--- config.mk ---
export PLATFORM = sky130hd
export DESIGN_NAME = multicycle_ctrl_flat
export DESIGN_NICKNAME = d
export VERILOG_FILES = /design/src/rtl/multicycle_ctrl_if.sv /design/src/rtl/multicycle_ctrl.sv /design/src/flat_wrapper.sv
export SDC_FILE = /design/constraint.sdc
export NUM_CORES = 1
export LEC_CHECK = 0
export ABC_CLOCK_PERIOD_IN_PS = 2100
export CORE_UTILIZATION = 43
export DETAILED_ROUTE_END_ITERATION = 7
export PLACE_DENSITY = 0.81
export SETUP_SLACK_MARGIN = 0.3
export SLEW_MARGIN = 20
export SYNTH_ARGS = -nofsm -noshare
export SYNTH_HDL_FRONTEND = slang
export SYNTH_SLANG_ARGS = --single-unit
--- constraint.sdc ---
create_clock -name clk -period 2.1 [get_ports clk]
set_clock_uncertainty 0.1 [all_clocks]
set_input_delay 0.42 -clock clk [delete_from_list [all_inputs] [get_ports clk]]
set_output_delay 0.42 -clock clk [all_outputs]
set_load 0.05 [all_outputs]
--- src/rtl/multicycle_ctrl_if.sv ---
// Control bus between the multicycle sequencer and the 8-bit CPU datapath.
// The master side is the controller; the slave side is the datapath/board.
interface multicycle_ctrl_if;
   logic       en;
   logic [5:0] OP;
   logic [5:0] Funct;
   logic       Zero;
   logic       PCWrite;
   logic       IRWrite;
   logic       RegWrite;
   logic       MemWrite;
   logic       IorD;
   logic       MemtoReg;
   logic       RegDst;
   logic       ULASrcA;
   logic [1:0] ULASrcB;
   logic [1:0] PCSrc;
   logic [2:0] ULAControl;
   logic       IllegalOp;
   logic [3:0] State;

   modport master (
      input  en, OP, Funct, Zero,
      output PCWrite, IRWrite, RegWrite, MemWrite, IorD, MemtoReg, RegDst,
             ULASrcA, ULASrcB, PCSrc, ULAControl, IllegalOp, State
   );

   modport slave (
      output en, OP, Funct, Zero,
      input  PCWrite, IRWrite, RegWrite, MemWrite, IorD, MemtoReg, RegDst,
             ULASrcA, ULASrcB, PCSrc, ULAControl, IllegalOp, State
   );
endinterface

--- src/rtl/multicycle_ctrl.sv ---
// Moore sequencer for the multicycle 8-bit CPU: decodes OP/Funct, drives datapath
// selects and strobes, and stretches FETCH/MEMREAD by MEM_WAIT cycles for synchronous memory.
module multicycle_ctrl #(
   parameter int unsigned MEM_WAIT = 1
) (
   input  logic              clk,
   input  logic              rst,
   multicycle_ctrl_if.master bus
);

   typedef enum logic [3:0] {
      FETCH    = 4'd0,
      DECODE   = 4'd1,
      MEMADR   = 4'd2,
      MEMREAD  = 4'd3,
      MEMWB    = 4'd4,
      MEMWRITE = 4'd5,
      EXEC     = 4'd6,
      ALUWB    = 4'd7,
      BRANCH   = 4'd8,
      ADDIEX   = 4'd9,
      ADDIWB   = 4'd10,
      JUMP     = 4'd11
   } state_t;

   localparam logic [2:0] WAIT_LAST = 3'(MEM_WAIT);
   localparam logic [5:0] OP_LW     = 6'b100011;
   localparam logic [5:0] OP_SW     = 6'b101011;
   localparam logic [5:0] OP_RTYPE  = 6'b000000;
   localparam logic [5:0] OP_BEQ    = 6'b000100;
   localparam logic [5:0] OP_ADDI   = 6'b001000;
   localparam logic [5:0] OP_J      = 6'b000010;

   state_t     state;
   logic [2:0] wait_cnt;
   logic       illegal_q;
   logic       mem_done;
   logic       go;
   logic       funct_ok;
   logic [2:0] funct_alu;

   assign mem_done = (wait_cnt == WAIT_LAST);
   // Strobes only fire on an advancing cycle and never while reset is held.
   assign go       = bus.en & ~rst;

   always_comb begin
      funct_ok  = 1'b1;
      funct_alu = 3'b010;
      case (bus.Funct)
         6'b100000: funct_alu = 3'b010;
         6'b100010: funct_alu = 3'b110;
         6'b100100: funct_alu = 3'b000;
         6'b100101: funct_alu = 3'b001;
         6'b101010: funct_alu = 3'b111;
         default:   funct_ok  = 1'b0;
      endcase
   end

   always_ff @(posedge clk) begin
      if (rst) begin
         state     <= FETCH;
         wait_cnt  <= '0;
         illegal_q <= 1'b0;
      end else begin
         illegal_q <= 1'b0;
         if (bus.en) begin
            case (state)
               DECODE: begin
                  case (bus.OP)
                     OP_LW, OP_SW: state <= MEMADR;
                     OP_RTYPE:     state <= EXEC;
                     OP_BEQ:       state <= BRANCH;
                     OP_ADDI:      state <= ADDIEX;
                     OP_J:         state <= JUMP;
                     default: begin
                        state     <= FETCH;
                        illegal_q <= 1'b1;
                     end
                  endcase
               end
               MEMADR:  state <= (bus.OP == OP_SW) ? MEMWRITE : MEMREAD;
               MEMREAD: begin
                  if (mem_done) begin
                     state    <= MEMWB;
                     wait_cnt <= '0;
                  end else begin
                     wait_cnt <= wait_cnt + 3'd1;
                  end
               end
               EXEC: begin
                  if (funct_ok) begin
                     state <= ALUWB;
                  end else begin
                     state     <= FETCH;
                     illegal_q <= 1'b1;
                  end
               end
               ADDIEX:  state <= ADDIWB;
               MEMWB, MEMWRITE, ALUWB, BRANCH, ADDIWB, JUMP: state <= FETCH;
               // FETCH, plus the unused codes 12-15 which behave as FETCH.
               default: begin
                  if (mem_done) begin
                     state    <= DECODE;
                     wait_cnt <= '0;
                  end else begin
                     wait_cnt <= wait_cnt + 3'd1;
                  end
               end
            endcase
         end
      end
   end

   always_comb begin
      bus.PCWrite    = 1'b0;
      bus.IRWrite    = 1'b0;
      bus.RegWrite   = 1'b0;
      bus.MemWrite   = 1'b0;
      bus.IorD       = 1'b0;
      bus.MemtoReg   = 1'b0;
      bus.RegDst     = 1'b0;
      bus.ULASrcA    = 1'b0;
      bus.ULASrcB    = 2'b00;
      bus.PCSrc      = 2'b00;
      bus.ULAControl = 3'b010;
      case (state)
         DECODE:   bus.ULASrcB = 2'b10;
         MEMADR: begin
            bus.ULASrcA = 1'b1;
            bus.ULASrcB = 2'b10;
         end
         MEMREAD:  bus.IorD = 1'b1;
         MEMWB: begin
            bus.MemtoReg = 1'b1;
            bus.RegWrite = go;
         end
         MEMWRITE: begin
            bus.IorD     = 1'b1;
            bus.MemWrite = go;
         end
         EXEC: begin
            bus.ULASrcA    = 1'b1;
            bus.ULAControl = funct_alu;
         end
         ALUWB: begin
            bus.RegDst   = 1'b1;
            bus.RegWrite = go;
         end
         BRANCH: begin
            bus.ULASrcA    = 1'b1;
            bus.ULAControl = 3'b110;
            bus.PCSrc      = 2'b01;
            bus.PCWrite    = go & bus.Zero;
         end
         ADDIEX: begin
            bus.ULASrcA = 1'b1;
            bus.ULASrcB = 2'b10;
         end
         ADDIWB:   bus.RegWrite = go;
         JUMP: begin
            bus.PCSrc   = 2'b10;
            bus.PCWrite = go;
         end
         default: begin
            bus.ULASrcB = 2'b01;
            bus.IRWrite = go & mem_done;
            bus.PCWrite = go & mem_done;
         end
      endcase
   end

   assign bus.IllegalOp = illegal_q;
   assign bus.State     = state;

endmodule

--- src/flat_wrapper.sv ---
// flat-port wrapper written by rule: the top's interface ports become plain ports
module multicycle_ctrl_flat 
#(
   parameter int unsigned MEM_WAIT = 1
)
  (clk, rst, bus_en, bus_OP, bus_Funct, bus_Zero, bus_PCWrite, bus_IRWrite, bus_RegWrite, bus_MemWrite, bus_IorD, bus_MemtoReg, bus_RegDst, bus_ULASrcA, bus_ULASrcB, bus_PCSrc, bus_ULAControl, bus_IllegalOp, bus_State);
  multicycle_ctrl_if bus_i ();
  input  logic clk;
  input  logic rst;
  input wire logic [$bits(bus_i.en)-1:0] bus_en;
  input wire logic [$bits(bus_i.OP)-1:0] bus_OP;
  input wire logic [$bits(bus_i.Funct)-1:0] bus_Funct;
  input wire logic [$bits(bus_i.Zero)-1:0] bus_Zero;
  output wire logic [$bits(bus_i.PCWrite)-1:0] bus_PCWrite;
  output wire logic [$bits(bus_i.IRWrite)-1:0] bus_IRWrite;
  output wire logic [$bits(bus_i.RegWrite)-1:0] bus_RegWrite;
  output wire logic [$bits(bus_i.MemWrite)-1:0] bus_MemWrite;
  output wire logic [$bits(bus_i.IorD)-1:0] bus_IorD;
  output wire logic [$bits(bus_i.MemtoReg)-1:0] bus_MemtoReg;
  output wire logic [$bits(bus_i.RegDst)-1:0] bus_RegDst;
  output wire logic [$bits(bus_i.ULASrcA)-1:0] bus_ULASrcA;
  output wire logic [$bits(bus_i.ULASrcB)-1:0] bus_ULASrcB;
  output wire logic [$bits(bus_i.PCSrc)-1:0] bus_PCSrc;
  output wire logic [$bits(bus_i.ULAControl)-1:0] bus_ULAControl;
  output wire logic [$bits(bus_i.IllegalOp)-1:0] bus_IllegalOp;
  output wire logic [$bits(bus_i.State)-1:0] bus_State;
  assign bus_i.en = bus_en;
  assign bus_i.OP = bus_OP;
  assign bus_i.Funct = bus_Funct;
  assign bus_i.Zero = bus_Zero;
  assign bus_PCWrite = bus_i.PCWrite;
  assign bus_IRWrite = bus_i.IRWrite;
  assign bus_RegWrite = bus_i.RegWrite;
  assign bus_MemWrite = bus_i.MemWrite;
  assign bus_IorD = bus_i.IorD;
  assign bus_MemtoReg = bus_i.MemtoReg;
  assign bus_RegDst = bus_i.RegDst;
  assign bus_ULASrcA = bus_i.ULASrcA;
  assign bus_ULASrcB = bus_i.ULASrcB;
  assign bus_PCSrc = bus_i.PCSrc;
  assign bus_ULAControl = bus_i.ULAControl;
  assign bus_IllegalOp = bus_i.IllegalOp;
  assign bus_State = bus_i.State;
  multicycle_ctrl #(.MEM_WAIT(MEM_WAIT)) u_core (.clk(clk), .rst(rst), .bus(bus_i));
endmodule
==> results of run 1 <==
-- through the flow --
step | instance area, um2 | setup WS [ns] | TNS [ns] | std cells | hold WS, ns
CTS | 1930 | -0.0155 | -0.0155 | 216 | 0.465
detailed placement | 1640 | -0.267 | -0.624 | 195 | 0.433
global placement | 1640 | -0.196 | -0.203 | 195 | 0.389
floorplan | 1100 | 0.00924 | 0 | 128 | 0.372
-- synthesized netlist by cell type, types with 2 or more instances --
master,n
a211oi_1,3
a21boi_1,2
a21oi_1,8
and4_1,2
buf_2,5
dfxtp_1,8
inv_1,3
nand2_1,6
nand2b_1,7
nand3_1,3
nor2_1,17
nor2b_1,3
nor3_1,5
nor3b_1,4
o21a_1,2
o21ai_0,3
o21ai_1,4
or2_1,3
or3_1,2
or3b_1,2
xnor2_1,3
-- cell families after synthesis --
kind of cell | after synthesis | share of synthesized area, %
AOI/OAI and AO/OA | 34 | 25.3
xor gates and xnor gates | 4 | 3.76
adders and majority gates | 1 | 1.08
DFF | 8 | 17.2
muxes | 3 | 3.49
buffers and inverters | 11 | 5.91
and+or+nand+nor | 67 | 43.3
-- what timing repair did --
action,CTS
endpoints found under the setup margin,23
gates resized for setup,40
hold buffers,0
setup buffers,17
pin swaps,19
==> flow_summary.json, run 1 <==
{
  "start_util_pct": 46.5,
  "postGrtWorstEndpoint": "bus_PCWrite",
  "grt_start_max_net_pins": 15,
  "io_buffer_count": 35,
  "syn_nets": 144,
  "synth_edf_count": 0,
  "yosysSeqAreaShare_pct": 17.2,
  "gp_congestion": 0.782,
  "syn_avg_cell_area_um2": 7.27,
  "ios": 36,
  "haltStage": "global routing (5_1_grt)",
  "clock-sinks": 8,
  "numCtsBuffers": 3,
  "ys_ff_latch": 8,
  "ys_top_cells_by_area": "dfxtp_1 17%, nor2_1 6.9%, nand2b_1 4.7%",
  "fp.dieW_um": 48.5,
  "synth_warnings": 0,
  "async_flop_share_pct": 0,
  "place_hpwl_mm": 2.53,
  "synth.distinct_cells": 54,
  "synthCells": 128,
  "root_buffer": "clkbuf_4",
  "cts_htree_levels": 1,
  "error": "[ERROR DPL-0038] Utilization greater than 100%, impossible to legalize",
  "num_rows": 16,
  "syn_area_um2": 931,
  "clk_path_buf_depth": 2,
  "synth_top_cell_by_area": "dfxtp_1",
  "worst-ep-kind": "primary output",
  "synth_top_area_share_pct": 17.2,
  "outcome": "did not finish",
  "die_y_um": 48.5,
  "synth_ff_type": "dfxtp_1"
}
==> run 2: changes to the inputs <==
--- a/config.mk
+++ b/config.mk
@@ -6,10 +6,10 @@
 export NUM_CORES = 1
 export LEC_CHECK = 0
 export ABC_CLOCK_PERIOD_IN_PS = 2100
-export CORE_UTILIZATION = 43
+export CORE_AREA = 2 2 63 65
 export DETAILED_ROUTE_END_ITERATION = 7
-export PLACE_DENSITY = 0.81
-export SETUP_SLACK_MARGIN = 0.3
+export DIE_AREA = 0 0 65 67
+export PLACE_DENSITY_LB_ADDON = 0.15
 export SLEW_MARGIN = 20
 export SYNTH_ARGS = -nofsm -noshare
 export SYNTH_HDL_FRONTEND = slang
==> flow_summary.json, run 2 <==
{
  "viasPerCell": 5.08,
  "critPathRequiredTime_ns": 1.58,
  "crit_chain": "clkdlybuf4s50_1 > nand2b_4 > or2_4 > o22ai_2 > buf_12",
  "ys_top_cells_by_area": "dfxtp_1 17%, nor2_1 6.9%, nand2b_1 4.7%",
  "synthCells": 128,
  "min_path_type": "flop to flop",
  "hold_start": "u_core.wait_cnt[2]",
  "slew_headroom_pct": 66.9,
  "gr-total-overflow": 0,
  "synth.distinct_cells": 54,
  "cts_htree_levels": 1,
  "num_rows": 22,
  "syn_area_um2": 931,
  "synth_edf_count": 0,
  "period_share_pct": 98.4,
  "rsz0062_at_grt": "yes",
  "grt_pass1_vias": 1152,
  "path_class": "input port to output port",
  "drive_gt1_share_pct": 40.3,
  "power_density_mw_per_mm2": 378,
  "synth_top_cell_by_area": "dfxtp_1",
  "num_vias": 1164,
  "die_y_um": 67,
  "worstSetupStartpointType": "input port",
  "clk_path_buf_depth": 2,
  "n_antenna_cell": 0,
  "placed_cell_area_mm2": 0.00164,
  "yosysSeqAreaShare_pct": 17.2,
  "core_area_mm2": 0.00361,
  "worst_slack_ns": 0.0342,
  "irDropWorstVdd_uv": 210,
  "synth_top_area_share_pct": 17.2,
  "p_leak_nw": 0.680,
  "antenna_found_initial": 0,
  "nets": 198,
  "drt_iter0_drc": 36,
  "ant_nets": 0,
  "final_common_cell": "buf_4",
  "total_power_mw": 0.668,
  "gp_congestion": 0.919,
  "layout.cells.non_filler": 229,
  "clkTransAtPathRegs_ns": 0.04,
  "outcome": "finished clean",
  "synth_warnings": 0,
  "cap_violations": 0,
  "wl_per_cell_um": 13.1,
  "grt_pass1_wl_mm": 4.98,
  "io_buffer_count": 35,
  "slew_viol_final": 0,
  "clock.fmax_ghz": 0.484,
  "ctsHoldBuffers": 0,
  "dpl_worst_slack_ns": -0.247,
  "r2r_end": "u_core.wait_cnt[0]",
  "drc_errors": 0,
  "layout_min_cycle_time_ns": 2.07,
  "routed_wl_mm": 3.01,
  "crit_path_end_kind": "output port",
  "grtUsageTotal_pct": 14.4,
  "synth_ff_type": "dfxtp_1",
  "largest_reg_flops": 4,
  "dpl.cell_count": 220,
  "drt-pass1-iter-count": 4,
  "worst_pin_slew_ns": 0.495,
  "arrival_ns": 1.55,
  "cts_tree": "built",
  "hold_path_depth": 2,
  "reg2reg_slack_ns": 0.25,
  "final_cell_mix": "25 x buf_4, 14 x clkdlybuf4s50_1, 14 x buf_12",
  "cp_max_fo": 3,
  "async_flop_share_pct": 0,
  "clock-sinks": 8,
  "insertion_delay_ns": 0.23,
  "numCtsBuffers": 3,
  "syn_nets": 144,
  "ys_ff_latch": 8,
  "grt_start_max_net_pins": 26,
  "setup_viol": 0,
  "max_stage_delay_ns": 0.39,
  "area_delta_synth_final_pct": 89.8,
  "fp.dieW_um": 65,
  "fin_util_pct": 49.0,
  "start_util_pct": 25.8,
  "yosys-top-cells-count": "17 x nor2_1, 8 x a21oi_1, 8 x dfxtp_1, 7 x nand2b_1, 6 x nand2_1",
  "syn_avg_cell_area_um2": 7.27,
  "yosysMostFrequentCell": "nor2_1",
  "ios": 36,
  "min_to": "u_core.wait_cnt[2]",
  "die_area_mm2": 0.00436,
  "crit_path_start": "bus_Funct[4]",
  "rr_worst_depth": 5,
  "place_hpwl_mm": 2.37,
  "slowest_stage": "clkdlybuf4s50_1",
  "reg2reg_from": "u_core.bus.State[0]",
  "root_buffer": "clkbuf_8",
  "final_area_mm2": 0.00177,
  "hold_viol": 0
}
## run 2: area by class of cell
cell class / count / area (um2)
Clock buffer: 4 / 45.0
Inverter: 3 / 11.3
Timing Repair Buffer: 57 / 652
Multi-Input combinational cell: 109 / 823
Sequential cell: 8 / 175
Fill cell: 360 / 1840
Tap cell: 48 / 60.1
## run 2: metal layers
metal,global-route usage [%],share of wire (%)
met4,3.46,1.0
met1,16.2,42
met3,3.21,4.5
met5,0,0
met2,27.3,53
## run 2: what timing repair did
item,4_1_cts,5_1_grt
buffers inserted,0,5
pin swaps,3,3
gates resized for setup,7,6
endpoints found under the setup margin,6,5
## run 2: how the worst max path moves through the flow
stage	endpoint	slack [ns]	depth (start not counted)
floorplan	bus_MemtoReg	0.001	4
global placement	bus_PCWrite	-0.21	6
detailed placement	bus_PCWrite	-0.25	6
CTS	bus_ULAControl[2]	0.01	5
global route	bus_PCWrite	-0.02	5
finish	bus_ULAControl[2]	0.03	5
## run 2: worst max-delay path, delay by kind of cell
kind | cells | cell delay (ns)
buffers and inverters | 2 | 0.55
and+or+nand+nor | 2 | 0.40
AOI/OAI and AO/OA | 1 | 0.16
## run 2: kinds of logic (layout without fill, tap and decap cells)
kind of cell	after synthesis	in the layout	share of synthesized area [%]
flops	8	8	17.2
fa+ha+maj	1	1	1.08
mux	3	3	3.49
simple gates	67	67	43.3
buf+inv	11	64	5.91
compound gates	34	34	25.3
xor+xnor	4	4	3.76
## run 2: power breakdown
part	internal [mW]	switching, mW	leakage, nW
sequential	0.156	0.00977	0.0680
clock	0.132	0.0657	0.0228
combinational	0.157	0.147	0.589
total	0.445	0.223	0.680
## run 2: through the flow
stage	hold WS, ns	setup TNS [ns]
finish	0.413	0
global route	0.464	-0.0689
CTS	0.416	0
detailed placement	0.409	-0.427
global placement	0.389	-0.260
floorplan	0.372	0
(Power assumes the default switching activity.)
